===== config.mk =====
export PLATFORM = sky130hd
export DESIGN_NAME = tdc_frame_tx
export DESIGN_NICKNAME = d
export VERILOG_FILES = /design/src/rtl/tdc_pkg.sv /design/src/rtl/tdc_sample_fifo.sv /design/src/rtl/tdc_frame_tx.sv
export SDC_FILE = /design/constraint.sdc
export NUM_CORES = 1
export LEC_CHECK = 0
export CORE_MARGIN = 2
export CORE_UTILIZATION = 35
export DETAILED_ROUTE_END_ITERATION = 6
export PLACE_DENSITY_LB_ADDON = 0.1
export SLEW_MARGIN = 20
export SYNTH_ARGS = -nofsm -noshare
export SYNTH_HDL_FRONTEND = slang
export SYNTH_SLANG_ARGS = --single-unit

===== constraint.sdc =====
create_clock -name clock -period 2.9 [get_ports clock]
set_input_delay 0.58 -clock clock [delete_from_list [all_inputs] [get_ports clock]]
set_output_delay 0.58 -clock clock [all_outputs]
set_load 0.02 [all_outputs]

===== src/rtl/tdc_pkg.sv =====
// rtl/tdc_pkg.sv - shared types and constants for the TDC frame transmitter
package tdc_pkg;

    localparam int CTR_WIDTH      = 11;
    // Upper bound on counters per sample; unused word slots are constant zero and get pruned.
    localparam int MAX_CTR_NUMBER = 8;
    localparam logic [7:0] DEFAULT_SYNC_BYTE = 8'hA5;

    typedef enum logic [2:0] {IDLE, SYNC, SEQ, DATA, CSUM} tx_state_t;

    typedef struct packed {
        logic [7:0]                               seq;
        logic [MAX_CTR_NUMBER-1:0][CTR_WIDTH-1:0] words;
    } sample_t;

    function automatic int frame_len(input int ctr_number);
        return 3 + 2 * ctr_number;
    endfunction

endpackage


===== src/rtl/tdc_sample_fifo.sv =====
// rtl/tdc_sample_fifo.sv - single-clock sample FIFO; write while full is taken when a read happens in the same cycle
module tdc_sample_fifo #(
    parameter int WIDTH = 8,
    parameter int DEPTH = 4
) (
    input  logic                     clock,
    input  logic                     rst,
    input  logic                     wr,
    input  logic [WIDTH-1:0]         wr_data,
    input  logic                     rd,
    output logic [WIDTH-1:0]         rd_data,
    output logic                     full,
    output logic                     empty,
    output logic [$clog2(DEPTH):0]   count
);

    localparam int AW = $clog2(DEPTH);
    localparam int CW = AW + 1;

    logic [WIDTH-1:0] mem [DEPTH];
    logic [AW-1:0]    wr_ptr;
    logic [AW-1:0]    rd_ptr;
    logic             do_wr;
    logic             do_rd;

    assign full    = (count == CW'(DEPTH));
    assign empty   = (count == '0);
    assign do_rd   = rd && !empty;
    assign do_wr   = wr && (!full || do_rd);
    assign rd_data = mem[rd_ptr];

    always_ff @(posedge clock) begin
        if (do_wr) begin
            mem[wr_ptr] <= wr_data;
        end
    end

    always_ff @(posedge clock) begin
        if (rst) begin
            wr_ptr <= '0;
            rd_ptr <= '0;
            count  <= '0;
        end else begin
            if (do_wr) wr_ptr <= wr_ptr + AW'(1);
            if (do_rd) rd_ptr <= rd_ptr + AW'(1);
            case ({do_wr, do_rd})
                2'b10:   count <= count + CW'(1);
                2'b01:   count <= count - CW'(1);
                default: count <= count;
            endcase
        end
    end

endmodule


===== src/rtl/tdc_frame_tx.sv =====
// rtl/tdc_frame_tx.sv - buffers synchronized TDC samples and sends each as a checksummed byte frame
module tdc_frame_tx
    import tdc_pkg::*;
#(
    parameter int          CTR_NUMBER = 1,
    parameter int          FIFO_DEPTH = 4,
    parameter logic [7:0]  SYNC_BYTE  = DEFAULT_SYNC_BYTE
) (
    input  logic                 clock,
    input  logic                 rst,
    input  logic [CTR_WIDTH-1:0] in_data [CTR_NUMBER],
    input  logic                 in_valid,
    output logic [7:0]           tx_data,
    output logic                 tx_valid,
    input  logic                 tx_ready,
    output logic                 busy,
    output logic [7:0]           drop_count
);

    localparam int IDX_W = $clog2(2 * CTR_NUMBER + 1);

    tx_state_t                  state;
    tx_state_t                  next_state;
    logic [7:0]                 seq;
    logic [7:0]                 csum;
    logic [IDX_W-1:0]           idx;
    sample_t                    frame;
    sample_t                    sample_in;
    sample_t                    fifo_rd_data;
    logic                       fifo_full;
    logic                       fifo_empty;
    logic [$clog2(FIFO_DEPTH):0] fifo_count;
    logic                       pop;
    logic                       accept;
    logic                       last_idx;
    logic [7:0]                 data_byte;

    assign pop      = (state == IDLE) && !fifo_empty;
    assign accept   = tx_valid && tx_ready;
    assign last_idx = (idx == IDX_W'(2 * CTR_NUMBER - 1));
    assign busy     = (state != IDLE) || (fifo_count != '0);

    always_comb begin
        sample_in     = '0;
        sample_in.seq = seq;
        for (int k = 0; k < CTR_NUMBER; k++) begin
            sample_in.words[k] = in_data[k];
        end
    end

    tdc_sample_fifo #(
        .WIDTH ($bits(sample_t)),
        .DEPTH (FIFO_DEPTH)
    ) u_fifo (
        .clock   (clock),
        .rst     (rst),
        .wr      (in_valid),
        .wr_data (sample_in),
        .rd      (pop),
        .rd_data (fifo_rd_data),
        .full    (fifo_full),
        .empty   (fifo_empty),
        .count   (fifo_count)
    );

    always_ff @(posedge clock) begin
        if (rst) begin
            state <= IDLE;
        end else begin
            state <= next_state;
        end
    end

    always_comb begin
        next_state = state;
        unique case (state)
            IDLE:    if (!fifo_empty)          next_state = SYNC;
            SYNC:    if (accept)               next_state = SEQ;
            SEQ:     if (accept)               next_state = DATA;
            DATA:    if (accept && last_idx)   next_state = CSUM;
            CSUM:    if (accept)               next_state = IDLE;
            default:                           next_state = IDLE;
        endcase
    end

    // Even byte index carries the top 3 bits of a word, odd index the low byte.
    always_comb begin
        data_byte = '0;
        for (int k = 0; k < MAX_CTR_NUMBER; k++) begin
            if (int'(idx) == 2 * k)     data_byte = {5'b0, frame.words[k][CTR_WIDTH-1:8]};
            if (int'(idx) == 2 * k + 1) data_byte = frame.words[k][7:0];
        end
    end

    always_comb begin
        tx_valid = (state != IDLE);
        tx_data  = '0;
        unique case (state)
            SYNC:    tx_data = SYNC_BYTE;
            SEQ:     tx_data = frame.seq;
            DATA:    tx_data = data_byte;
            CSUM:    tx_data = csum;
            default: tx_data = '0;
        endcase
    end

    always_ff @(posedge clock) begin
        if (rst) begin
            seq        <= '0;
            drop_count <= '0;
            frame      <= '0;
            idx        <= '0;
            csum       <= '0;
        end else begin
            if (in_valid) seq <= seq + 8'd1;
            if (in_valid && fifo_full && !pop && (drop_count != 8'hFF)) begin
                drop_count <= drop_count + 8'd1;
            end
            if (pop) begin
                frame <= fifo_rd_data;
                idx   <= '0;
                csum  <= '0;
            end
            if (accept && ((state == SEQ) || (state == DATA))) csum <= csum + tx_data;
            if (accept && (state == DATA)) idx <= idx + IDX_W'(1);
        end
    end

endmodule


# Yosys cells after proc, flatten, opt, wreduce, memory -nomap -nowiden
# Memories as Yosys holds them, arrays and structs flattened. A register that Yosys moved wholly into a read port is not among the register bits.
# Cells that the tools add are included.
# word_totals
out_inout_bits,18
rom_bits,0
latchBits,0
ff_bits,47
wordCells,78
ramBits,76
mem_count,1
# memory_table
memory,depth,word_bits,read_ports,rd_ports_with_merged_regs,wr,line_no,rtl
u_fifo.mem,4,19,1,1,1,tdc_sample_fifo.sv:20,logic [WIDTH-1:0] mem [DEPTH];
# classes
bitwise_logic,0
mul,0
n_shift,0
n_mux,18
n_eq_ne,17
order_cmp,0
div_mod_pow,0
n_addsub,8
reduce_logical,25
# op_table
operator,count
$mux 8,5
$pmux 8 s4,1
$mux 3,6
$add 8x1->8 const B,2
$pmux 3 s5,1
$logic_and 1x1->1,10
$ne 2x2->1 const B,5
$add 8x8->8,1
$ne 8x8->1 const B,1
$add 2x1->2 const B,3
$eq 2x1->1 const B,3
$eq 2x2->1 const B,3
$eq 3x2->1 const B,2
$eq 3x3->1 const B,2
$logic_not 3->1,2
$pmux 3 s2,1
$reduce_bool 2->1,3
$reduce_bool 3->1,2
$reduce_and 5->1,1
$mux 2,2
$add 3x1->3 const B,1
$eq 3x1->1 const B,1
$logic_not 1->1,3
$logic_or 1x1->1,3
3 further kinds,4

# Longest topological paths before layout
# logic_depth
word_depth,8
mapped_depth,16
depth_no_buf,16

# Cells and area by module
# A second synthesis with hierarchy kept.
# unflattened
hier_cells,936
area_unflattened_um2,17361.7
# modules_own_cells
mod,seq_area_each_um2,cells_per_inst,area_per_inst_um2,instances
tdc_sample_fifo,11711.2,556,14343.8,1
tdc_frame_tx,1181.1,380,3017.9,1

# Worst setup path after synthesis
# No wires, ideal clock.
# synth_path
path_type,register to register
from,register state[1]
to,register csum[7]
stages_incl_launch_ff,13
setup_time_ns,0.070
t_required_ns,2.830
setup_slack_ns,-0.130
n_path_buf,1
arrival_time_ns,2.959
period_less_slack_ns,3.030
path_cell_list,dfxtp_1 -> inv_2 -> nor2_1 -> clkbuf_1 -> a22oi_1 -> o22ai_1 -> ha_1 -> a211oi_1 -> o211ai_1 -> a21oi_1 -> xor2_1 -> or3_1 -> a21oi_1
# synth_via
elab_chain_cells,4
# synth_lines
element,line_no,rtl
start: declaration,tdc_frame_tx.sv:22,tx_state_t state;
start signal: assignment,tdc_frame_tx.sv:70,state <= next_state;
$eq 3x3->1 (tied with other cells),tdc_frame_tx.sv:98,unique case (state)
$pmux 8 s4 (*),tdc_frame_tx.sv:98,
net tx_data[1],tdc_frame_tx.sv:13,"output logic [7:0] tx_data,"
$add 8x8->8 (*),tdc_frame_tx.sv:124,if (accept && ((state == SEQ) || (state == DATA))) csum <= csum + tx_data;
$mux 8 (*),tdc_frame_tx.sv:124,
end signal: assignment,tdc_frame_tx.sv:124,
end: declaration,tdc_frame_tx.sv:25,logic [7:0] csum;
# The timed path passes the listed nets; every way through them passes the cells marked *.
# A chain may end at the register's enable or synchronous reset.

# Worst setup path in the final report
# layout_path
from,register idx[0]
to,output tx_data[7]
# layout_via
elab_chain_cells,5
# layout_lines
element,line_no,rtl
start: declaration,tdc_frame_tx.sv:26,logic [IDX_W-1:0] idx;
start signal: assignment,tdc_frame_tx.sv:125,if (accept && (state == DATA)) idx <= idx + IDX_W'(1);
$eq 2x2->1,tdc_frame_tx.sv:91,if (int'(idx) == 2 * k + 1) data_byte = frame.words[k][7:0];
$mux 8,tdc_frame_tx.sv:91,
$mux 8,tdc_frame_tx.sv:90,"if (int'(idx) == 2 * k) data_byte = {5'b0, frame.words[k][CTR_WIDTH-1:8]};"
$mux 8 (*),tdc_frame_tx.sv:91,
$pmux 8 s4 (*),tdc_frame_tx.sv:98,
end: declaration,tdc_frame_tx.sv:13,
# Every way passes the cells marked *; elsewhere a longest branch is shown, timed or not.

==> run metrics <==
Crit path required time=around 2.3 ns; fin. max-slew vios=0; via count=between 3000 and 4000; maxcap violations=0; HP Class=reg -> reg; Synth cell types=45; Slew headroom=between 50 and 60%; CTS tree=done; Root Buffer Master=clkbuf_16; Final Hold Fails=0; Final Routed Wirelength=between 10000 and 15000 um; Post-synth EDFFs=76; Longest Clk Path Bufs=2; Filler cells=approximately 1400; CP endpoint kind=output port; Num CTS Buffers=17; Mapped Cells=approximately 440; pre-CTS WS=-0.0396 ns; Synth area leaders=edfxtp_1, dfxtp_1, mux4_2, ha_1, a21oi_1; Clock Skews=just under 0.007 ns; Final period util=a little over nine tenths; Ports=33; reg2reg path depth=15; Inserted Diodes=0; vias in the first global route=3472; pin count of the biggest net entering global routing=37; GRT Util Overall=around 15%; outcome=finished clean; share of cells above drive strength 1=approximately a fifth; area leader, netlist=edfxtp_1; hold path cells=2; area grow syn2layout=25.1%; die width=between 100 and 150 um; Final ANT Viol Nets=0; initial DRC count=240; Worst-path clk slew=roughly 0.060 ns; site row count=45; Sink Count=between 100 and 150; cell-internal power=approximately 4.2 mW; cells along the critical path=inv_2, ha_2, nor2_2, a31oi_1, o21ai_1, clkdlybuf4s50_1; combinational cell fraction of total power=around 22%; sequential share of power=approximately two fifths; WL/cell=16.3 um; worst setup path class=reg -> out; post-synth top area share=between 40% and 50%; r2r endpoint=csum[6]; Slew @ Worst Pin=~0.73 ns; hold buffers post-CTS=0; Top FF cell, synth=edfxtp_1; final hold slack=0.455 ns; Die Area=16800 um^2; # DRC=0; starting density of the core=a little over a third; Clk Latency, worst-skew pair=~0.41 ns; CP max FO=4; Tmin final=about 2.8 ns; leakage power=~2.5 nW; Seq/Total Area, Yosys=61.1%; sw power=1.73 mW; core box area=between 15000 and 20000 um^2; Die H=between 100 and 150 um; Power Dens Cells=approximately 860 nW/um^2; Slowest Stage Delay on Critical Path=about 0.66 ns; fin nets=534; Worst Path Buf+Inv=2; Synth Warn #=0; WHS Endpoint=frame[8]; Worst path top cell family by delay=buffers and inverters; drt first pass iters=5; IO Port Bufs=32; htree depth=4; HP Start=frame[8]; Clk network pwr share=a little under two fifths; Syn Area/Cell=~12 um^2; Critical Path Source Type=flip-flop; PnR worst setup slack=between 0.1 and 0.15 ns; Post-synth ARST share=0%; global-route wire length before repair=19100 um; r2r setup slk=~0.19 ns; Critical Path AT=between 2 and 2.5 ns; VDD IR max=418 uV; DP Wirelength=roughly 7800 um; grt ovf=0; syn nets=between 400 and 500; Slowest-stage cell, CP=clkdlybuf4s50_1; final setup violation count=0; Peak Freq=between 300 and 400 MHz; Final GP Congestion=0.796; Via density=~4.9; switching part of the total=about 29%; reg-to-reg startpoint=idx[1]; Synth Cell Area=~5500 um^2; initial antenna violation count=0; Synth Register Bits=about 130
==> worst reg2reg max path, stage by stage, from the launching register on <==
cell and delay, ns:
dfxtp_2 0.36, inv_1 0.09, ha_2 0.20, and3_1 0.18, a21oi_1 0.12, nor2_1 0.05, nor2_1 0.07, o21ai_1 0.09
ha_2 0.23, fa_2 0.40, a21o_1 0.17, a21oi_2 0.15, o21bai_1 0.10, a21oi_2 0.13, xor2_1 0.15, o31ai_1 0.08
==> registers in the layout (all words and copies together) (netlist names) <==
name,count
frame,19
drop_count,8
csum,8
idx,2
u_fifo.wr_ptr,2
seq,8
u_fifo.mem,76
state,3
u_fifo.rd_ptr,2
u_fifo.count,3
==> layer usage <==
layer / up-vias / share of wire [%] / GRT usage (%)
met5: - / 0 / 0
met4: 0 / 1.1 / 5.63
met3: 15 / 3.0 / 4.43
met2: 49 / 47 / 23.4
met1: 1759 / 49 / 21.1
li1: 1741 / - / -
==> cells by family after synthesis <==
group | share of synthesized area [%]
flip-flops | 61.1
XOR/XNOR | 3.64
AND/OR/NAND/NOR | 11.5
AO/OA/AOI/OAI | 7.86
multiplexers | 8.29
buffers and inverters | 2.85
adder cells (fa/ha/maj) | 4.79
==> Yosys cell counts, types with 2 or more instances <==
library cell	instances
or3_1	5
dfxtp_1	55
nor2_1	39
inv_1	13
clkbuf_1	14
buf_2	6
a222oi_1	3
nand4_1	8
inv_2	4
xnor2_1	8
o21ai_0	4
xor2_1	15
a31oi_1	5
ha_1	18
edfxtp_1	76
nand2_1	51
mux2i_1	2
nor3b_2	2
fa_1	2
o211ai_1	3
a21o_1	2
nand3_1	11
a21oi_1	41
o21ai_1	3
nor3_1	4
and3_1	9
nand2b_1	2
a22oi_1	4
mux4_2	19
==> what timing repair did <==
item | 4_1_cts | 5_1_grt
pin swaps | 1 | 12
setup endpoints to repair | 10 | 11
resized for setup | 12 | 21
setup buffers | 1 | 3
==> cell usage in the layout, fill, tap and decap left out, drive strengths merged, types with 3 or more instances in the layout <==
master,instances
ha,18
nand2,51
mux4,19
and3,9
dlygate4sd2,5
inv,19
or3,5
dfxtp,55
o21ai,7
o211ai,3
nand3,11
a21oi,41
xnor2,8
a22oi,4
nand4,8
a31oi,5
clkdlybuf4s50,24
clkbuf,22
a222oi,3
clkinv,5
nor3,4
buf,27
edfxtp,76
nor2,39
xor2,15
==> cell type report <==
| cell class | count | area [um^2] | area share [%] |
|---|---|---|---|
| clock buffer | 22 | 507 | 7.32 |
| timing repair buffer | 57 | 494 | 7.14 |
| sequential | 131 | 3390 | 48.9 |
| inverter | 17 | 63.8 | 0.921 |
| clock inverter | 10 | 118 | 1.70 |
| tap | 211 | 264 | 3.81 |
| multi-input combinational | 275 | 2090 | 30.2 |
==> power groups by stage <==
stage	clock network (mW)	logic, mW	registers (mW)
2_1_floorplan	0	0.930	2.33
3_3_place_gp	0	1.29	2.42
3_5_place_dp	0	1.31	2.43
4_1_cts	2.27	1.32	2.39
5_1_grt	2.35	1.49	2.43
6_report	2.22	1.32	2.39
==> worst max path at each step <==
stage | startpoint | to | slack (ns) | cells after the start
5_1_grt | idx[1] | csum[7] | -0.02 | 15
3_3_place_gp | idx[0] | csum[6] | 0.04 | 15
2_1_floorplan | idx[1] | csum[6] | 0.03 | 16
6_report | idx[0] | tx_data[7] | 0.13 | 6
4_1_cts | idx[0] | csum[7] | 0.02 | 15
3_5_place_dp | idx[0] | csum[6] | -0.04 | 15
==> stage by stage <==
step	setup TNS (ns)	power [mW]	area, um^2	util [%]	cells
floorplan	0	3.26	5540	-	444
global placement	0	3.72	6190	40.4	687
detailed placement	-0.0456	3.74	6190	40.4	687
CTS	0	5.98	6820	44.5	720
global route	-0.0199	6.27	6930	45.2	723
finish	0	5.93	6930	45.2	723
(Power assumes the default switching activity.)
